### config.mk
export PLATFORM = sky130hd
export DESIGN_NAME = red_pitaya_fads_sorter
export DESIGN_NICKNAME = d
export VERILOG_FILES = /design/src/rtl/fads_pkg.sv /design/src/rtl/fads_down_timer.sv /design/src/rtl/red_pitaya_fads_sorter.sv
export SDC_FILE = /design/constraint.sdc
export NUM_CORES = 1
export LEC_CHECK = 0
export ABC_AREA = 1
export BUFFER_PORTS_ARGS = -buffer_cell sky130_fd_sc_hd__buf_2
export CAP_MARGIN = 0
export CORE_MARGIN = 2
export CORE_UTILIZATION = 40
export DETAILED_ROUTE_END_ITERATION = 8
export GPL_TIMING_DRIVEN = 0
export HOLD_SLACK_MARGIN = 0.12
export PLACE_DENSITY_LB_ADDON = 0.05
export SKIP_CTS_REPAIR_TIMING = 1
export SYNTH_ARGS = -nofsm -noshare
export SYNTH_HDL_FRONTEND = slang
export SYNTH_SLANG_ARGS = --single-unit
export TNS_END_PERCENT = 20
### constraint.sdc
create_clock -name adc_clk_i -period 3.4 [get_ports adc_clk_i]
set_clock_uncertainty 0.05 [all_clocks]
set_input_delay 0.17 -clock adc_clk_i [delete_from_list [all_inputs] [get_ports adc_clk_i]]
set_output_delay 0.17 -clock adc_clk_i [all_outputs]
set_load 0.01 [all_outputs]
### src/rtl/fads_pkg.sv
// Shared definitions for the FADS sort-trigger consumer.
//   - FSM state encoding
//   - default timer (TW) and counter (CW) widths
//   - saturating increment helper used by the event counters
package fads_pkg;

  localparam int TW_DEF = 24;
  localparam int CW_DEF = 32;

  localparam logic [1:0] ST_IDLE    = 2'd0;
  localparam logic [1:0] ST_DELAY   = 2'd1;
  localparam logic [1:0] ST_PULSE   = 2'd2;
  localparam logic [1:0] ST_HOLDOFF = 2'd3;

  // Works on a 64-bit carrier so any counter width up to 64 can share it;
  // callers pass their own all-ones ceiling and truncate the result.
  function automatic logic [63:0] sat_inc(input logic [63:0] val,
                                          input logic [63:0] max_val);
    return (val >= max_val) ? max_val : val + 64'd1;
  endfunction

endpackage

### src/rtl/fads_down_timer.sv
// Loadable down-counter shared by all timed FSM states.
// Ports:
//   clk, rst   clock and asynchronous active-high reset
//   load       load load_val (has priority over en)
//   en         decrement by one, stopping at zero
//   load_val   reload value
//   zero       count is zero
module fads_down_timer
  import fads_pkg::*;
#(
  parameter int TW = TW_DEF
) (
  input  logic          clk,
  input  logic          rst,
  input  logic          load,
  input  logic          en,
  input  logic [TW-1:0] load_val,
  output logic          zero
);

  logic [TW-1:0] count;

  always_ff @(posedge clk or posedge rst) begin
    if (rst)
      count <= '0;
    else if (load)
      count <= load_val;
    else if (en && (count != '0))
      count <= count - TW'(1);
  end

  assign zero = (count == '0);

endmodule

### src/rtl/red_pitaya_fads_sorter.sv
// FADS sort trigger consumer: turns the detector trigger level into one
// delayed actuation window with a start strobe for the ASG, followed by a
// dead time. Everything runs on the ADC clock.
//
// Build option: FADS_MISS_CNT_EN -- when defined, triggers dropped while busy
// are counted on miss_cnt_o; otherwise miss_cnt_o is tied to zero.
//
// Ports:
//   adc_clk_i, adc_rst_i       clock, asynchronous active-high reset
//   sort_trig_i                detector trigger level
//   enable_i                   sorter enable (low aborts to IDLE)
//   delay_i, width_i, holdoff_i timing config, latched on acceptance
//   clr_cnt_i                  synchronous clear of both counters
//   asg_trig_o                 1-cycle strobe on first window cycle
//   sort_gate_o                actuation window
//   busy_o                     not IDLE
//   sort_cnt_o, miss_cnt_o     accepted / dropped trigger counts, saturating
//
// state   | meaning
// IDLE    | waiting for a trigger edge
// DELAY   | counting down the trigger-to-window delay
// PULSE   | actuation window open
// HOLDOFF | dead time after the window
module red_pitaya_fads_sorter
  import fads_pkg::*;
#(
  parameter int TW = TW_DEF,
  parameter int CW = CW_DEF
) (
  input  logic          adc_clk_i,
  input  logic          adc_rst_i,
  input  logic          sort_trig_i,
  input  logic          enable_i,
  input  logic [TW-1:0] delay_i,
  input  logic [TW-1:0] width_i,
  input  logic [TW-1:0] holdoff_i,
  input  logic          clr_cnt_i,
  output logic          asg_trig_o,
  output logic          sort_gate_o,
  output logic          busy_o,
  output logic [CW-1:0] sort_cnt_o,
  output logic [CW-1:0] miss_cnt_o
);

  localparam logic [CW-1:0] CNT_MAX = '1;

  logic [1:0]    state, state_nxt;
  logic          trig_q;
  logic          trig_edge;
  logic [TW-1:0] width_m1_q;
  logic [TW-1:0] holdoff_q;
  logic [TW-1:0] width_m1_in;
  logic          accept;
  logic          tmr_load;
  logic [TW-1:0] tmr_val;
  logic          tmr_zero;
  logic [CW-1:0] sort_cnt;

  assign trig_edge   = sort_trig_i & ~trig_q;
  // A zero width still opens the window for one cycle.
  assign width_m1_in = (width_i == '0) ? '0 : width_i - TW'(1);

  // The timer is loaded with (duration - 1) on entry, so a state lasts
  // exactly its programmed number of cycles and leaves on the zero flag.
  always_comb begin
    state_nxt = state;
    tmr_load  = 1'b0;
    tmr_val   = '0;
    accept    = 1'b0;
    if (!enable_i) begin
      state_nxt = ST_IDLE;
      tmr_load  = 1'b1;
    end else begin
      case (state)
        ST_IDLE: begin
          if (trig_edge) begin
            accept   = 1'b1;
            tmr_load = 1'b1;
            if (delay_i != '0) begin
              state_nxt = ST_DELAY;
              tmr_val   = delay_i - TW'(1);
            end else begin
              state_nxt = ST_PULSE;
              tmr_val   = width_m1_in;
            end
          end
        end
        ST_DELAY: begin
          if (tmr_zero) begin
            state_nxt = ST_PULSE;
            tmr_load  = 1'b1;
            tmr_val   = width_m1_q;
          end
        end
        ST_PULSE: begin
          if (tmr_zero) begin
            tmr_load = 1'b1;
            if (holdoff_q != '0) begin
              state_nxt = ST_HOLDOFF;
              tmr_val   = holdoff_q - TW'(1);
            end else begin
              state_nxt = ST_IDLE;
            end
          end
        end
        default: begin
          if (tmr_zero) begin
            state_nxt = ST_IDLE;
            tmr_load  = 1'b1;
          end
        end
      endcase
    end
  end

  fads_down_timer #(.TW(TW)) u_timer (
    .clk      (adc_clk_i),
    .rst      (adc_rst_i),
    .load     (tmr_load),
    .en       (1'b1),
    .load_val (tmr_val),
    .zero     (tmr_zero)
  );

  always_ff @(posedge adc_clk_i or posedge adc_rst_i) begin
    if (adc_rst_i) begin
      state       <= ST_IDLE;
      trig_q      <= 1'b0;
      width_m1_q  <= '0;
      holdoff_q   <= '0;
      sort_gate_o <= 1'b0;
      asg_trig_o  <= 1'b0;
      busy_o      <= 1'b0;
    end else begin
      state       <= state_nxt;
      trig_q      <= sort_trig_i;
      if (accept) begin
        width_m1_q <= width_m1_in;
        holdoff_q  <= holdoff_i;
      end
      // Outputs are registered from the next state so they line up with it.
      sort_gate_o <= (state_nxt == ST_PULSE);
      asg_trig_o  <= (state_nxt == ST_PULSE) && (state != ST_PULSE);
      busy_o      <= (state_nxt != ST_IDLE);
    end
  end

  always_ff @(posedge adc_clk_i or posedge adc_rst_i) begin
    if (adc_rst_i)
      sort_cnt <= '0;
    else if (clr_cnt_i)
      sort_cnt <= '0;
    else if (accept)
      sort_cnt <= CW'(sat_inc(64'(sort_cnt), 64'(CNT_MAX)));
  end

  assign sort_cnt_o = sort_cnt;

`ifdef FADS_MISS_CNT_EN
  logic          miss_evt;
  logic [CW-1:0] miss_cnt;

  // Disabled edges are not misses; they are simply ignored.
  assign miss_evt = trig_edge && enable_i && (state != ST_IDLE);

  always_ff @(posedge adc_clk_i or posedge adc_rst_i) begin
    if (adc_rst_i)
      miss_cnt <= '0;
    else if (clr_cnt_i)
      miss_cnt <= '0;
    else if (miss_evt)
      miss_cnt <= CW'(sat_inc(64'(miss_cnt), 64'(CNT_MAX)));
  end

  assign miss_cnt_o = miss_cnt;
`else
  assign miss_cnt_o = '0;
`endif

endmodule

# == Word-level counts from Yosys, hierarchy flattened ==
# Index checks and enable logic that the tools add are counted.
# op_classes
n_reduce_logical,10
magnitude_cmp,1
n_mux,27
n_addsub,5
bitwise_logic,2
n_eq_ne,4
# ops
operator,n
$mux 24,9
$mux 32,3
$sub 24x1->24 const B,4
$pmux 24 s3,1
$reduce_bool 24->1,3
$logic_not 24->1,2
$add 32x1->32 const B,1
$ge 32x32->1 const B,1
$mux 2,7
$mux 1,6
$pmux 2 s3,1
$reduce_bool 2->1,3
$eq 2x2->1 const B,2
$eq 2x1->1 const B,1
$logic_not 2->1,1
$ne 2x2->1 const B,1
$and 1x1->1,1
$logic_and 1x1->1,1
$not 1->1,1
# word_totals
reg_bits,110
output_inout_bits,67
word_cells,58
in_bits,77

# == Longest topological paths before layout ==
# Gate-level depths: netlist (run 1).
# depth
ltp_word,7
depth_mapped,15
ltp_nobuf,15

# == Modules after synthesis ==
# Synthesis (run 1) repeated with hierarchy kept, for this count alone.
# hier_totals
cells_unflattened,1431
area_unflattened_um2,9101.2
# by_module_without_submodules
module,area_per_inst_um2,seq_area_each_um2,instances,cells_each
red_pitaya_fads_sorter,7131.8,2152.1,1,1133
fads_down_timer,1969.4,600.6,1,298

# == Least setup slack after synthesis (run 1) ==
# No wires, ideal clock.
# synth_timing
path_kind,register to register
startpoint,"register sort_cnt[0], in the netlist sort_cnt_o[0]"
endpoint,"register sort_cnt[24], in the netlist sort_cnt_o[24]"
setup_time_ns,0.118
required_time_ns,3.232
t_arrival_ns,1.687
slack_ns,1.545
n_path_buf,0
path_stages_with_launch,13
period_less_slack_ns,1.855
path_cell_list,dfrtp_1 -> ha_1 -> nand2_2 -> nor2_4 -> nand3_4 -> nor2_8 -> nand2_4 -> nor2_4 -> nand4_2 -> nor2_2 -> nand3_1 -> nand3_1 -> nand2_1
# synth_between
elab_chain_len,4
elab_cells_between_ends,5
classes_between,add/sub (1); order compare (1); mux (3)
# synth_rtl
element,line_no,text
from (decl),red_pitaya_fads_sorter.sv:57,logic [CW-1:0] sort_cnt;
from (signal assigned),red_pitaya_fads_sorter.sv:154,"sort_cnt <= CW'(sat_inc(64'(sort_cnt), 64'(CNT_MAX)));"
$add 32x1->32 / $ge 32x32->1 (equally long branches),fads_pkg.sv:19,return (val >= max_val) ? max_val : val + 64'd1;
$mux 32 *,fads_pkg.sv:19,
$mux 32 *,red_pitaya_fads_sorter.sv:153,else if (accept)
$mux 32 *,red_pitaya_fads_sorter.sv:151,else if (clr_cnt_i)
# Every way passes the cells marked *; elsewhere a longest branch is shown, timed or not. The select of a mux whose other input is x is not followed.
# A chain may end at the register's enable or synchronous reset.

# == Final worst setup path (run 1) ==
# layout_timing
startpoint,input port sort_trig_i
endpoint,"register sort_cnt[20], in the netlist sort_cnt_o[20]"
# layout_between
elab_chain_len,5
# layout_rtl
element,line_no,text
from (decl),red_pitaya_fads_sorter.sv:32,"input logic sort_trig_i,"
$and 1x1->1,red_pitaya_fads_sorter.sv:59,assign trig_edge = sort_trig_i & ~trig_q;
$mux 1,red_pitaya_fads_sorter.sv:76,if (trig_edge) begin
$mux 1,red_pitaya_fads_sorter.sv:74,case (state)
$mux 1,red_pitaya_fads_sorter.sv:70,if (!enable_i) begin
$reduce_bool 2->1 (no source line),-,
# No other way between the ends.

==> flow_metrics.tcl, run 1 <==
set metrics [dict create \
    status "finished clean" \
    die_area_um2 23430 \
    fin_crit_ns 2.337 \
    max_freq_mhz 427.8 \
    p_total_mw 4.102 \
    p_int_mw 2.549 \
    dp_cells 1789 \
    root_buffer "clkbuf_16" \
    post-route-util 0.4825 \
    grt_max_degree 63 \
    synth_seq_area_share 0.3097 \
    viasPerCell 5.020 \
    leakage_nw 5.204 \
    die_h_um 153.1 \
    final_max_slew_viol_count 0 \
    critPathLaunchType "input pin" \
    cts_buffers 9 \
    crit_required_ns 3.58 \
    cp_cell_sequence "dlygate4sd3_1 -> buf_2 -> inv_1 -> nor2_1 -> nand2_2 -> nor2_2 -> inv_2 -> nand2_1 -> clkbuf_1 -> o21ai_0" \
    cts.sinks 110 \
    max_stage_delay_ns 0.52 \
    globalplace.congestion 0.9363 \
    cts_tree "built" \
    cts_buffer_depth 2 \
    grt_pass1_vias 8370 \
    wl_per_cell_um 16.06 \
    arrival_ns 2.52 \
    htreeDepth 3 \
    combPwrFrac 0.316 \
    fin_hold_ws_ns 0.1402 \
    drtAntennaViolNets 0 \
    overflow 0 \
    area_delta_synth_final_pct 18.45 \
    tightest_slew_ns 0.6066 \
    drive_gt1_frac 0.1648 \
    diodes 0 \
    ir_drop_uv 326.4 \
    worstPathMaxFanout 10 \
    drt_iter0_markers 667 \
    layout.cells.non_filler 1833 \
    drcViolationCount 0 \
    design_area_um2 10530 \
    coreArea_um2 21820 \
    grt_first_pass_wirelength_mm 44.87 \
    syn_inst 1366 \
    dpl.hpwl_mm 23.59 \
    port_buffers 111 \
    rsz0062_at_grt "false" \
    drtPass1Iterations 5 \
    p_sw_frac 0.3786 \
    p_per_area_nw_per_um2 389.6 \
    grt_usage 0.2429 \
    synth_area_um2 8889 \
    hp-class "input pin to flop" \
    ys_seq_elements 110 \
    synth_cell_type_count 48 \
    cp-end-kind "flop" \
    start_util 0.4073 \
    synth_edf_count 0 \
    pwr-share-clk 0.277 \
    path_clk_slew_ns 0.09 \
    row_count 54 \
    placement.cell_area_um2 9943 \
    vias 9201 \
    hold_viol_final 0 \
    clock_latency_ns 0.37 \
    final_nets 1634 \
    critical_path_class "input pin to flop" \
    wl_mm 29.45 \
    setup_viol 0 \
    yosys_warnings 0 \
    switchingPower_mw 1.553 \
    syn_area_per_cell_um2 6.507 \
    async_flop_share 1.000 \
    ios 144 \
    p_seq_frac 0.407 \
    antenna_found_initial 0 \
    drv_cap 0 \
    finalCritPeriodShare 0.6875 \
    slew_headroom 0.5956 \
    slowest_stage "dlygate4sd3_1" \
    nFillCells 2361 \
    synth_flop_cell "dfrtp_1" \
    die_w_um 153.1 \
]
-- worst max-delay path, delay by kind of cell --
kind / cells / cell delay, ns
AOI/OAI and AO/OA: 1 / 0.15
and+or+nand+nor: 4 / 1.00
buffers and inverters: 5 / 1.20
-- power by group through the flow --
stage | Combinational, mW | Clock [mW] | Sequential, mW
final | 1.29 | 1.14 | 1.67
after global routing | 1.47 | 1.20 | 1.70
after CTS | 1.28 | 1.15 | 1.67
after detailed placement | 1.27 | 0 | 1.69
after global placement | 1.26 | 0 | 1.69
after floorplan | 0.948 | 0 | 1.65
-- path summary, 6_finish.rpt --
path / slack, ns / start / end / cells past startpoint
min reg2reg: 0.43 / width_m1_q[5] / width_m1_q[5] / 2
min: 0.14 / enable_i / u_timer.count[21] / 3
max: 1.06 / sort_trig_i / sort_cnt_o[20] / 10
max in group asynchronous: 2.28 / adc_rst_i / width_m1_q[12] / 4
max reg2reg: 1.08 / holdoff_q[14] / u_timer.count[5] / 8
min in group asynchronous: 0.34 / adc_rst_i / holdoff_q[5] / 3
-- cells in the mapped netlist, types with 3 or more instances --
cell type / number / area share
nand2_1: 357 / 0.15
nor2_1: 184 / 0.078
inv_1: 154 / 0.065
nand3_1: 130 / 0.073
dfrtp_1: 110 / 0.31
o21ai_0: 90 / 0.051
xor2_1: 51 / 0.050
nand4_1: 37 / 0.026
o21ai_1: 35 / 0.020
buf_4: 34 / 0.029
a21oi_1: 28 / 0.016
nor2_2: 24 / 0.017
nor3_1: 18 / 0.010
buf_2: 15 / 0.0084
inv_2: 11 / 0.0046
nor2_4: 10 / 0.013
ha_1: 9 / 0.013
clkbuf_1: 6 / 0.0025
nand2_2: 6 / 0.0042
xnor2_1: 6 / 0.0059
buf_6: 4 / 0.0051
o31ai_1: 4 / 0.0034
or2_2: 4 / 0.0028
nand3b_1: 3 / 0.0025
nand4_2: 3 / 0.0042
-- area by class of cell --
cell class	instances	area, um2	share of cell area
Buffer	60	401.6	0.03815
Sequential cell	110	2753	0.2614
Multi-Input combinational cell	1061	5228	0.4965
Clock inverter	7	80.08	0.007606
Tap cell	280	350.3	0.03327
Clock buffer	9	225.2	0.02139
Timing Repair Buffer	140	863.3	0.08200
Inverter	166	628.1	0.05966
-- sequential cells by signal, indices dropped and copies added, names as in the netlist --
signal	cells
asg_trig_o	1
busy_o	1
holdoff_q	24
sort_cnt_o	32
sort_gate_o	1
state	2
trig_q	1
u_timer.count	24
width_m1_q	24
-- routing by layer --
metal	wire length (um)	vias up	share of wire	track usage
li1	-	4698	-	-
met1	13080	4231	0.44	0.3155
met2	14280	235	0.48	0.4207
met3	1368	37	0.046	0.03913
met4	724	0	0.025	0.06305
met5	0	-	0	0
-- metrics by stage --
step	setup TNS (ns)	setup slack, ns
finish	0	1.063
global route	0	0.8003
CTS	0	1.127
detailed placement	0	1.140
global placement	-151.90	-1.391
floorplan	0	0.2777
-- kinds of logic (layout without fill, tap and decap cells) --
group,Yosys count,after routing,share of synthesized area
simple gates,793,793,0.4048
buf+inv,226,382,0.1153
compound gates,170,170,0.1009
flops,110,110,0.3097
xor+xnor,57,57,0.05617
fa+ha+maj,9,9,0.01267
other cells,1,32,0.0004219
-- cells in the final DEF, fill, tap and decap left out, types with 6 or more instances in the layout --
master and instances:
nand4_1 37, nand2_1 357, nand2_2 6, nor2_2 24, dlygate4sd3_1 28, inv_2 11, nand3_1 130, o21ai_0 90
nor3_1 18, nor2_4 10, buf_2 126, xor2_1 51, o21ai_1 35, ha_1 9, xnor2_1 6, nor2_1 184
clkbuf_1 6, dfrtp_1 110, clkbuf_16 9, inv_1 153, buf_4 34, a21oi_1 28, conb_1 32
(Power assumes the default switching activity.)
==> inputs of run 2 (changes only) <==
Settings changed: ABC_AREA 1 to 0.
Clock period 3.4 ns to 1.9 ns, I/O delays scaled along.
==> run 2 against run 1 <==
Compared with the run above: the run now ends with negative setup slack left; wire length down 13%; hold slack worse by 0.061 ns; highest routed layer unchanged; global-route usage up 0.62 points; critical path depth down 1.
==> flow_metrics.tcl, run 2 <==
set metrics [dict create \
    switchingPower_mw 4.054 \
    critical_path_class "flop to flop" \
    ios 144 \
    tns_ns -29.02 \
    syn_area_per_cell_um2 8.344 \
    slew_headroom 0.4086 \
    root_buffer "clkbuf_16" \
    p_total_mw 10.07 \
    synth_edf_count 0 \
    cts.sinks 110 \
    p_sw_frac 0.4025 \
    tightest_slew_ns 0.8796 \
    clock_latency_ns 0.37 \
    yosys_warnings 0 \
    finalCritPeriodShare 1.488 \
    synth_most_common_cell "nand2_1" \
    path_clk_slew_ns 0.08 \
    drtPass1Iterations 5 \
    htreeDepth 3 \
    worst_slack_ns -0.9278 \
    async_flop_share 1.000 \
    vias 7451 \
    wl_mm 25.67 \
    die_area_um2 19540 \
    dpl.hpwl_mm 18.38 \
    grt_first_pass_wirelength_mm 38.06 \
    violations "negative setup slack" \
    grt_max_degree 40 \
    final_nets 1197 \
    row_count 49 \
    final_max_slew_viol_count 0 \
    grt_usage 0.2490 \
    coreArea_um2 18020 \
    cts_buffers 9 \
    drcViolationCount 0 \
    wl_per_cell_um 19.07 \
    hp-class "input pin to flop" \
    area_delta_synth_final_pct 35.54 \
    port_buffers 110 \
    cts_tree "built" \
    synth_area_leader_cell "dfrtp_1" \
    pre_cts_slack_ns -1.364 \
    final_common_cell "nand2_1" \
    die_w_um 139.8 \
    synth_seq_area_share 0.3732 \
    largest_register_ffs 32 \
    ir_drop_uv 610.9 \
    drv_cap 0 \
    arrival_ns 3.07 \
    p_seq_frac 0.362 \
    grt_pass1_vias 6927 \
    die_h_um 139.8 \
    hold_viol_final 0 \
    synth_flop_cell "dfrtp_1" \
    overflow 0 \
    ys_top_cells_by_count "165 x nand2_1, 110 x dfrtp_1, 71 x nor2_1" \
    fin_crit_ns 2.828 \
    worstRegToRegCells 9 \
    globalplace.congestion 0.8760 \
    rsz0062_at_grt "true" \
    ys_seq_elements 110 \
    drtAntennaViolNets 0 \
    p_int_mw 6.019 \
    critPathLaunchType "flop" \
    synth_cell_type_count 66 \
    combPwrFrac 0.434 \
    viasPerCell 5.536 \
    max_freq_mhz 353.6 \
    status "complete, but fails checks" \
    p_per_area_nw_per_um2 1008 \
    worstPathMaxFanout 8 \
    start_util 0.4092 \
    cts_buffer_depth 2 \
    post-route-util 0.5546 \
    whs_path_depth 3 \
    synth_area_um2 7376 \
    pwr-share-clk 0.204 \
    leakage_nw 4.441 \
    drt_iter0_markers 514 \
    final_cell_mix "153 x nand2_1, 112 x buf_2, 102 x dfrtp_1" \
    antenna_found_initial 1 \
    synthTopCellsByArea "dfrtp_1 37%, nand2_1 8.4%, xor2_1 5.1%" \
    synth_top_area_frac 0.3732 \
    crit_required_ns 2.14 \
    cp-end-kind "flop" \
    drive_gt1_frac 0.2841 \
    syn_inst 884 \
    setup_viol 78 \
    fin_hold_ws_ns 0.07871 \
]
==> run 2: cell count changes after synthesis, sizes merged, moves of 30 or more <==
cell / change
nand2: -200
nand3: -107
inv: -155
nor2: -147
o21ai: -82
xnor2: +30
==> run 2: path summary, 6_finish.rpt <==
kind / endpoint / from / slack (ns)
worst max-delay path: u_timer.count[17] / u_timer.count[19] / -0.93
worst max register to register: u_timer.count[17] / u_timer.count[19] / -0.93
worst min-delay path: width_m1_q[19] / width_i[19] / 0.08
max in group asynchronous: state[0] / adc_rst_i / 0.73
min in group asynchronous: holdoff_q[3] / adc_rst_i / 0.38
worst min register to register: width_m1_q[12] / width_m1_q[12] / 0.44
==> run 2: through the flow <==
step,std cells,instance area (um2)
after global routing,1345,9995
final,1346,9997
after global placement,1254,8333
after detailed placement,1256,8379
after floorplan,915,7496
after CTS,1272,8687
==> run 2: cell families after synthesis <==
| logic type | after synthesis | share of synthesized area |
|---|---|---|
| compound gates | 180 | 0.1618 |
| other cells | 1 | 0.0005084 |
| mux | 7 | 0.009669 |
| simple gates | 418 | 0.2872 |
| fa+ha+maj | 9 | 0.01527 |
| flops | 110 | 0.3732 |
| xor+xnor | 79 | 0.09381 |
| buf+inv | 80 | 0.05852 |
==> run 2: layer usage <==
layer | track usage | routed length [um]
met5 | 0 | 0
met4 | 0.1021 | 743
met3 | 0.04233 | 1592
met2 | 0.4067 | 12290
met1 | 0.3283 | 11050
==> run 2: power by group through the flow <==
stage | Clock [mW] | Sequential, mW | Combinational, mW
global route | 2.18 | 3.74 | 4.76
global placement | 0 | 3.63 | 3.44
CTS | 2.10 | 3.59 | 3.48
floorplan | 0 | 3.48 | 2.57
finish | 2.06 | 3.65 | 4.37
detailed placement | 0 | 3.63 | 3.46
==> run 2: worst max-delay path, cell delays in order, from the launching register on <==
cell	delay [ns]
dfrtp_1	0.38
or4_4	0.58
nor4_4	0.29
buf_4	0.19
nand4_4	0.16
o31a_1	0.34
or3_1	0.34
buf_6	0.16
o22a_1	0.19
o21ai_1	0.07
==> run 2: final cells by class <==
type | count | area (um2)
Antenna cell | 1 | 2.502
Buffer | 69 | 590.6
Timing Repair Buffer | 186 | 1269
Fill cell | 1721 | 8028
Multi-Input combinational cell | 725 | 4737
Clock inverter | 6 | 68.82
Tap cell | 229 | 286.5
Clock buffer | 10 | 239.0
Sequential cell | 110 | 2763
Inverter | 10 | 41.29
